$ cat src/rtl/iiitb_lifo_param.sv
// Parametrised LIFO stack with separate push/pop strobes, replace-top, peek of
// the top entry, occupancy count, almost-full threshold and sticky error flags.
module iiitb_lifo_param #(
    parameter int unsigned WIDTH     = 4,
    parameter int unsigned DEPTH     = 8,
    parameter int unsigned AFULL_LVL = DEPTH - 2,
    parameter int unsigned CW        = $clog2(DEPTH + 1)
) (
    input  logic             Clk,
    input  logic             Rst,
    input  logic             EN,
    input  logic             Push,
    input  logic             Pop,
    input  logic             ErrClr,
    input  logic [WIDTH-1:0] dataIn,
    output logic [WIDTH-1:0] dataOut,
    output logic [WIDTH-1:0] Top,
    output logic [CW-1:0]    Count,
    output logic             EMPTY,
    output logic             FULL,
    output logic             ALMOST_FULL,
    output logic             OVF,
    output logic             UDF
);

    localparam int unsigned AW = (DEPTH > 1) ? $clog2(DEPTH) : 1;

    typedef enum logic [2:0] {
        OP_IDLE,
        OP_PUSH,
        OP_POP,
        OP_REPL,
        OP_PASS,
        OP_OVF,
        OP_UDF
    } op_e;

    logic [WIDTH-1:0] mem [DEPTH];

    op_e              op;
    logic [AW-1:0]    top_idx;
    logic [WIDTH-1:0] top_entry;
    logic [CW-1:0]    count_d;
    logic [WIDTH-1:0] dout_d;
    logic             ovf_d;
    logic             udf_d;
    logic             wr_en;
    logic [AW-1:0]    wr_idx;

    // Occupancy decodes; valid in the same cycle Count changes
    assign EMPTY       = (Count == '0);
    assign FULL        = (Count == CW'(DEPTH));
    assign ALMOST_FULL = (Count >= CW'(AFULL_LVL));

    // Stack pointer equals Count, so the top entry lives one below it
    assign top_idx   = AW'(Count - CW'(1));
    assign top_entry = mem[top_idx];
    assign Top       = EMPTY ? '0 : top_entry;

    // Classify this cycle's request against the current occupancy
    always_comb begin
        op = OP_IDLE;
        if (EN) begin
            unique case ({Push, Pop})
                2'b10:   op = FULL  ? OP_OVF  : OP_PUSH;
                2'b01:   op = EMPTY ? OP_UDF  : OP_POP;
                2'b11:   op = EMPTY ? OP_PASS : OP_REPL;
                default: op = OP_IDLE;
            endcase
        end
    end

    // Next-state for count, pop data and the memory write port
    always_comb begin
        count_d = Count;
        dout_d  = dataOut;
        wr_en   = 1'b0;
        wr_idx  = AW'(Count);
        unique case (op)
            OP_PUSH: begin
                count_d = Count + CW'(1);
                wr_en   = 1'b1;
            end
            OP_POP: begin
                count_d = Count - CW'(1);
                dout_d  = top_entry;
            end
            OP_REPL: begin
                dout_d = top_entry;
                wr_en  = 1'b1;
                wr_idx = top_idx;
            end
            OP_PASS: begin
                dout_d = dataIn;
            end
            default: begin
            end
        endcase
    end

    // A new error event in the clearing cycle leaves the flag set
    assign ovf_d = (op == OP_OVF) | (OVF & ~ErrClr);
    assign udf_d = (op == OP_UDF) | (UDF & ~ErrClr);

    always_ff @(posedge Clk or negedge Rst) begin
        if (!Rst) begin
            Count   <= '0;
            dataOut <= '0;
            OVF     <= 1'b0;
            UDF     <= 1'b0;
        end else begin
            Count   <= count_d;
            dataOut <= dout_d;
            OVF     <= ovf_d;
            UDF     <= udf_d;
        end
    end

    // Storage is deliberately left out of reset
    always_ff @(posedge Clk) begin
        if (wr_en) begin
            mem[wr_idx] <= dataIn;
        end
    end

endmodule
$ cat config.mk
export PLATFORM = sky130hd
export DESIGN_NAME = iiitb_lifo_param
export DESIGN_NICKNAME = d
export VERILOG_FILES = /design/src/rtl/iiitb_lifo_param.sv
export SDC_FILE = /design/constraint.sdc
export NUM_CORES = 1
export LEC_CHECK = 0
export ABC_AREA = 1
export CORE_ASPECT_RATIO = 0.9
export CORE_MARGIN = 2
export CORE_UTILIZATION = 59
export DETAILED_ROUTE_END_ITERATION = 16
export PLACE_DENSITY = 0.9
export SLEW_MARGIN = 10
export SYNTH_ARGS = -nofsm -noshare
export SYNTH_HDL_FRONTEND = slang
export SYNTH_SLANG_ARGS = --single-unit
$ cat constraint.sdc
create_clock -name Clk -period 3.75 [get_ports Clk]
set_clock_uncertainty 0.15 [all_clocks]
set_input_delay 0.9375 -clock Clk [delete_from_list [all_inputs] [get_ports Clk]]
set_output_delay 0.9375 -clock Clk [all_outputs]
set_load 0.01 [all_outputs]
* Yosys cells after proc, flatten, opt, wreduce, memory -nomap -nowiden
Memories as Yosys holds them, arrays and structs flattened. Index checks and enable logic that the tools add are counted.
Cells by class: add/subtract/negate cells 2, magnitude comparators 1, equal/unequal tests 10, multiplexer cells 12, bitwise logic cells 5, reduce and logical (&&, ||, !) cells 5
Operator list (count):
- $pmux 4 s2 | 2
- $mux 3 | 5
- $eq 3x3->1 const B | 3
- $pmux 3 s3 | 1
- $eq 3x2->1 const B | 2
- $add 4x1->4 const B | 1
- $eq 2x2->1 const B | 2
- $eq 4x4->1 const B | 1
- $ge 4x3->1 const B | 1
- $logic_not 4->1 | 1
- $mux 4 | 1
- $reduce_bool 2->1 | 2
- $reduce_or 2->1 | 2
- $sub 4x1->4 const B | 1
- $eq 3x1->1 const B | 1
- $mux 1 | 3
- $and 1x1->1 | 2
- $eq 2x1->1 const B | 1
- $or 1x1->1 | 2
- $not 1->1 | 1
Storage, ports and cells: register bits 10, bits in writable memories 32, bits of input ports 10, output and inout bits 17, word-level logic and storage cells 40, memories 1
Memories:
- mem | depth 8, bits a word 4, rd ports 1, clocked after Yosys merged registers in 0, wr ports 1, line 38 | logic [WIDTH-1:0] mem [DEPTH];

* Logic depth before layout (Yosys ltp)
Gate-level depths: netlist of run 1.
depth after elaboration 9, depth in mapped cells 13, depth with buffers taken out 10

* Worst setup path after synthesis of run 1
OpenSTA, ideal clock, no wires.
path type register -> output, start point register Count[0], end point output port Top[0], data arrival time 1858 ps, slack 804 ps, cell stages (with the launch flop) 12, cell sequence dfrtp_1 buf_2 inv_2 buf_2 ha_1 buf_2 inv_1 buf_2 nand3_1 nand3_1 nand2_1 nor2_1
Between the ends: longest elaborated chain between the ends 3, elaborated cells between the ends (all ways) 4
Ends and longest elaborated chain:
- from (decl) | line 18 | output logic [CW-1:0] Count,
- from (signal assigned) | line 112 | Count <= count_d;
- $sub 4x1->4
- $mem_v2 8x4
- $mux 4 * | line 58 | assign Top = EMPTY ? '0 : top_entry;
- to (decl) | line 17 | output logic [WIDTH-1:0] Top,
Every way passes the cells marked *; elsewhere a longest branch is shown, timed or not.

* Worst setup path after layout of run 1
start point register Count[1], end point output port Top[0]
The elaborated chain is that of the path after synthesis.

==> results.py, run 1 <==
metrics = {
    "detailed_routing": {
        "ant_nets": 0,
        "viasPerCell": 5.190,
        "drc": 0,
        "wl_per_cell_um": 13.90,
        "drt-total-wl_um": 4546,
        "drt_iter0_drc": 122,
        "dr.pass1.iters": 4,
        "vias": 1697,
    },
    "grt": {
        "gr-usage-met2_pct": 40.02,
        "grt_pass1_wl_um": 7845,
        "gr-usage-met1_pct": 33.09,
        "grt.total_usage_pct": 25.09,
        "antenna_found_initial": 0,
        "grt-ovfl-total": 0,
        "gr-max-usage-layer": "met2",
        "grt_pass1_vias": 1660,
        "grt_max_degree": 21,
        "gr-usage-met3_pct": 7.609,
    },
    "logic_synthesis": {
        "yosysTopAreaCell": "edfxtp_1",
        "synth-main-ff-cell": "edfxtp_1",
        "netlist_instances": 252,
        "synth.avg_cell_area_um2": 8.823,
        "synthArstFlopShare_pct": 23.81,
        "yosys.area_share.adder_pct": 1.688,
        "netlist_area_mm2": 0.002223,
        "synth-simple-area-share_pct": 29.38,
        "ys_types": 26,
        "yosys_register_bits": 42,
        "ys_warn_count": 0,
        "syn_nets": 265,
        "synth_top_family_by_area": "simple AND/OR/NAND/NOR gates",
        "yosys.area.top_type_share_pct": 43.22,
        "synth-xor-area-share_pct": 2.307,
        "ys_top_cells_by_area": "edfxtp_1 43%, nand2_1 13%, dfrtp_1 11%",
        "seq_area_frac_synth_pct": 54.47,
        "synthMuxAreaShare_pct": 0,
        "synth_edf_count": 32,
        "synth_compound_area_share_pct": 1.857,
    },
    "floorplanning": {
        "die_x_um": 68.71,
        "die_y_um": 62.24,
        "io_pins": 27,
        "start_util_pct": 60.44,
        "num_rows": 21,
        "floorplan.core_area_mm2": 0.003679,
        "dieArea_mm2": 0.004276,
    },
    "clock_network": {
        "htree_num_levels": 2,
        "cts_root_buf": "clkbuf_8",
        "clkLatencyLatePin_ps": 300,
        "cts_tree": "built",
        "cts_buffers": 5,
        "post_cts_buffers": 0,
        "clock-sinks": 42,
        "cts_buffer_depth": 2,
        "clk_pin_slew_worst_paths_ps": 80,
        "cts.hold.buffers_added": 0,
        "cts_resized": 0,
    },
    "cells_and_area": {
        "fin_util_pct": 71.70,
        "area_growth_pct": 18.63,
        "seq_area_mm2": 0.001211,
        "diodes": 0,
        "nets": 293,
        "drive_gt1_share_pct": 11.03,
        "multiInputGateArea_um2": 785.8,
        "fillers": 263,
    },
    "power": {
        "p_per_area_mw_per_mm2": 790.0,
        "p_leak_uw": 0.001204,
        "p_int_uw": 1234,
        "seqPwrFrac_pct": 30.2,
        "p_sw_uw": 849.9,
        "vdd_ir_drop_max_mv": 0.4084,
        "power_uw": 2084,
        "netSwitchingFraction_pct": 40.79,
        "clkPwrFrac_pct": 17.0,
        "power_frac_comb_pct": 52.8,
    },
    "placed_design": {
        "hpwl_um": 3249,
        "port_buffers": 26,
        "gp_congestion": 0.9159,
    },
    "timing": {
        "setup_viol": 0,
        "finalCriticalPeriod_ps": 3507,
        "relSlewSlack_pct": 68.13,
        "clock.fmax_mhz": 285.1,
        "tightest_slew_ps": 476.5,
        "fin_crit_sh_pct": 93.53,
        "whs_ps": 343.5,
        "rsz0062_at_grt": "no",
        "hold_violations": 0,
        "setup_tns_ps": 0,
        "report.final.slew_viol_count": 0,
    },
    "critical_path": {
        "cp.required_ps": 2660,
        "cpMaxStageDelayCell": "clkdlybuf4s50_1",
        "critical_path.max_fanout": 11,
        "cp.arrival_ps": 2420,
        "cp_slowest_stage_delay_ps": 490,
        "crit_type": "reg -> out",
        "path_common_cell": "nand3_1",
        "endpoint_kind": "output pin",
        "r2r_cells": 6,
        "cp_cell_sequence": "inv_1, ha_2, clkinvlp_4, nand3_1, nand3_1, nand2_1, nor2_1, clkdlybuf4s50_1",
        "worstSetupStartpointType": "register",
    },
    "hold_path": {
        "min_path_cells": 2,
        "worstHoldPathType": "reg -> reg",
    },
    "status": {
        "status": "finished, final reports clean",
    },
    "job": {
        "max_cap_violations": 0,
    },
}
==> critical path, delay by kind of cell, from the launching register on <==
kind | cells | cell delay, ps
buffers and inverters | 3 | 860
adder cells (fa/ha/maj) | 1 | 460
flip-flops | 1 | 420
AND/OR/NAND/NOR | 4 | 380
==> power by group through the flow <==
stage,Sequential [uW],Clock [uW],Combinational [uW]
2_1_floorplan,642,0,671
3_3_place_gp,637,0,1030
3_5_place_dp,639,0,1070
4_1_cts,630,356,1080
5_1_grt,639,378,1230
6_report,630,353,1100
==> cell families (layout without fill, tap and decap cells) <==
family | after synthesis | count (layout)
AOI/OAI and AO/OA | 6 | 6
xor gates and xnor gates | 5 | 5
adders and majority gates | 3 | 3
buffers and inverters | 58 | 87
DFF | 42 | 42
and+or+nand+nor | 138 | 138
==> worst paths after layout <==
kind / startpoint / end / slack, ps
worst max-delay path: Count[1] / Top[0] / 240
worst min-delay path: dataOut[1] / dataOut[1] / 340
worst max register to register: Count[1] / mem[0][1] / 1310
worst min register to register: dataOut[1] / dataOut[1] / 340
max in group asynchronous: Rst / dataOut[3] / 2320
min in group asynchronous: Rst / Count[2] / 810
==> placed cells by master (no fill, tap or decap), types with 2 or more instances in the layout <==
cell type,count
nand2_1,78
inv_1,41
nand3_1,35
edfxtp_1,32
clkdlybuf4s50_1,26
nor2_1,14
dfrtp_1,10
inv_2,6
clkbuf_8,5
xor2_1,3
o21ai_2,3
clkinvlp_4,2
nand3_2,2
clkinv_1,2
o21ai_0,2
nand4_1,2
ha_1,2
buf_4,2
==> registers in the layout, summed over array words and instances, names as in the netlist <==
name     count
mem         32
UDF          1
OVF          1
Count        4
dataOut      4
==> per-stage QoR <==
stage / area [um2] / setup WS, ps / instances
3_5_place_dp: 2521 / 491.8 / 319
2_1_floorplan: 2223 / 804.2 / 252
3_3_place_gp: 2521 / 639.7 / 319
5_1_grt: 2638 / 59.61 / 327
6_report: 2638 / 242.5 / 327
4_1_cts: 2631 / 152.6 / 327
==> final cells by class <==
cell class	count	area share, %
clock buffers	6	2.751
well taps	46	2.182
inverters	51	7.495
flip-flops and latches	42	45.92
clock inverters	2	1.423
multi-input cells	152	29.79
repair buffers	28	10.44
==> synthesized netlist by cell type, types with 2 or more instances <==
master and count:
nor2_1 14, inv_2 6, nand3_2 2, nand2_1 78, xor2_1 3, o21ai_0 2
dfrtp_1 10, inv_1 42, o21ai_2 3, buf_2 7, nand4_1 2, nand3_1 35
edfxtp_1 32, ha_1 3, clkinv_1 2
==> metal layers <==
metal	wire, um	vias to the layer above	part of all wire [%]
li1	-	841	-
met1	1933	794	43
met2	2282	54	50
met3	261	8	5.7
met4	69	0	1.5
met5	0	-	0
Note: power is estimated with default switching activity, not from simulation.
==> run 2: changes to the inputs <==
Settings changed: CORE_ASPECT_RATIO 0.9 to unset, PLACE_DENSITY 0.9 to 0.84.
==> run 2 against run 1 <==
Net effect: cell count up 0.61%; critical path depth did not move; sequential power about the same; largest power group unchanged; highest routed layer unchanged.
==> results.py, run 2 (same netlist as run 1, synthesis figures left out) <==
metrics = {
    "status": {
        "status": "finished, final reports clean",
    },
    "clock_network": {
        "clk_pin_slew_worst_paths_ps": 80,
        "cts_buffer_depth": 2,
        "cts.hold.buffers_added": 0,
        "cts_tree": "built",
        "clock-sinks": 42,
        "clkLatencyLatePin_ps": 300,
        "cts_buffers": 5,
        "htree_num_levels": 2,
        "cts_root_buf": "clkbuf_8",
    },
    "detailed_routing": {
        "drt-total-wl_um": 4327,
        "viasPerCell": 5.064,
        "vias": 1666,
        "drc": 0,
        "dr.pass1.iters": 4,
        "wl_per_cell_um": 13.15,
        "drt_iter0_drc": 104,
        "ant_nets": 0,
    },
    "cells_and_area": {
        "drive_gt1_share_pct": 11.03,
        "largestRegisters": "mem: 32 flops, Count: 4 flops, dataOut: 4 flops",
        "final_common_cell": "nand2_1",
        "nets": 293,
        "fillers": 276,
        "diodes": 0,
        "largest_register_ffs": 32,
        "final_cell_mix": "78 x nand2_1, 41 x inv_1, 35 x nand3_1",
        "area_growth_pct": 18.74,
        "regMostFlops": "mem",
        "stdcell_area_mm2": 0.002640,
        "fin_util_pct": 72.66,
    },
    "timing": {
        "hold_violations": 0,
        "setup_viol": 0,
        "relSlewSlack_pct": 66.47,
        "rsz0062_at_grt": "no",
        "tightest_slew_ps": 501.4,
        "fin_crit_sh_pct": 92.84,
        "report.final.slew_viol_count": 0,
        "finalCriticalPeriod_ps": 3481,
        "setup_ws_ps": 268.7,
        "setup_tns_ps": 0,
        "clock.fmax_mhz": 287.2,
    },
    "power": {
        "power_uw": 2070,
        "vdd_ir_drop_max_mv": 0.4597,
        "p_leak_uw": 0.001204,
        "p_per_area_mw_per_mm2": 784.1,
    },
    "floorplanning": {
        "dieArea_mm2": 0.004275,
        "num_rows": 22,
        "start_util_pct": 61.19,
        "io_pins": 27,
        "die_y_um": 65.39,
        "die_x_um": 65.39,
        "floorplan.core_area_mm2": 0.003633,
    },
    "grt": {
        "grt_max_degree": 21,
        "gr-usage-met1_pct": 29.40,
        "gr-usage-met2_pct": 39.67,
        "antenna_found_initial": 0,
        "grt.total_usage_pct": 23.18,
        "grt_pass1_wl_um": 7376,
        "grt_pass1_vias": 1670,
        "gr-usage-met3_pct": 5.137,
        "gr-max-usage-layer": "met2",
        "grt-ovfl-total": 0,
    },
    "placed_design": {
        "hpwl_um": 3221,
        "place_ws_ps": 519.7,
        "placed_area_mm2": 0.002524,
        "gp_congestion": 0.9253,
        "port_buffers": 26,
    },
    "hold_path": {
        "worstHoldPathType": "reg -> reg",
    },
    "critical_path": {
        "endpoint_kind": "output pin",
        "crit_type": "reg -> out",
        "critical_path.max_fanout": 11,
        "cp.required_ps": 2660,
        "cp.arrival_ps": 2390,
        "worstSetupStartpointType": "register",
    },
    "job": {
        "max_cap_violations": 0,
    },
}
-- run 2: cell counts in the layout (fill, tap and decap cells not counted) --
No cell type changed its count.
-- run 2: repair_timing --
action,4_1_cts,5_1_grt
buffers inserted,0,0
setup endpoints to repair,0,2
gates resized for setup,0,2
-- run 2: power breakdown --
group | total [uW] | internal (uW) | leakage (uW) | switching (uW)
Sequential | 631 | 572 | 0.000412 | 58.2
Combinational | 1090 | 463 | 0.000741 | 626
Clock | 350 | 198 | 0.0000514 | 152
-- run 2: through the flow --
| step | hold slack, ps | std cells |
|---|---|---|
| floorplan | 362.3 | 252 |
| global placement | 317.8 | 321 |
| detailed placement | 321.5 | 321 |
| CTS | 343.9 | 329 |
| global route | 377.5 | 329 |
| finish | 341.0 | 329 |
-- run 2: final timing paths --
path	from	end	slack, ps	cells past startpoint
worst max-delay path	Count[1]	Top[1]	270	8
min in group asynchronous	Rst	Count[3]	820	1
worst min-delay path	dataOut[3]	dataOut[3]	340	2
worst min register to register	dataOut[3]	dataOut[3]	340	2
worst max register to register	Count[1]	mem[0][2]	1370	6
max in group asynchronous	Rst	dataOut[2]	2280	1
-- run 2: critical path, stage by stage (launching register included) --
cell and delay (ps):
dfrtp_1 410, inv_1 110, ha_2 460, clkinvlp_4 250, nand3_1 150, nand3_1 80
nand2_1 120, nor2_1 50, clkdlybuf4s50_1 480
-- run 2: final cells by class --
class                      instances  area [um2]  area share (%)
clock inverter                     2       37.54           1.422
clock buffer                       6       72.57           2.749
tap                               48       60.06           2.275
multi-input combinational        152       785.8           29.76
sequential                        42        1211           45.88
timing repair buffer              28       275.3           10.43
inverter                          51       197.7           7.488
-- run 2: routing by layer --
metal | routed length (um) | part of all wire [%]
met1 | 1889 | 44
met2 | 2205 | 51
met3 | 190 | 4.4
met4 | 42 | 0.97
met5 | 0 | 0
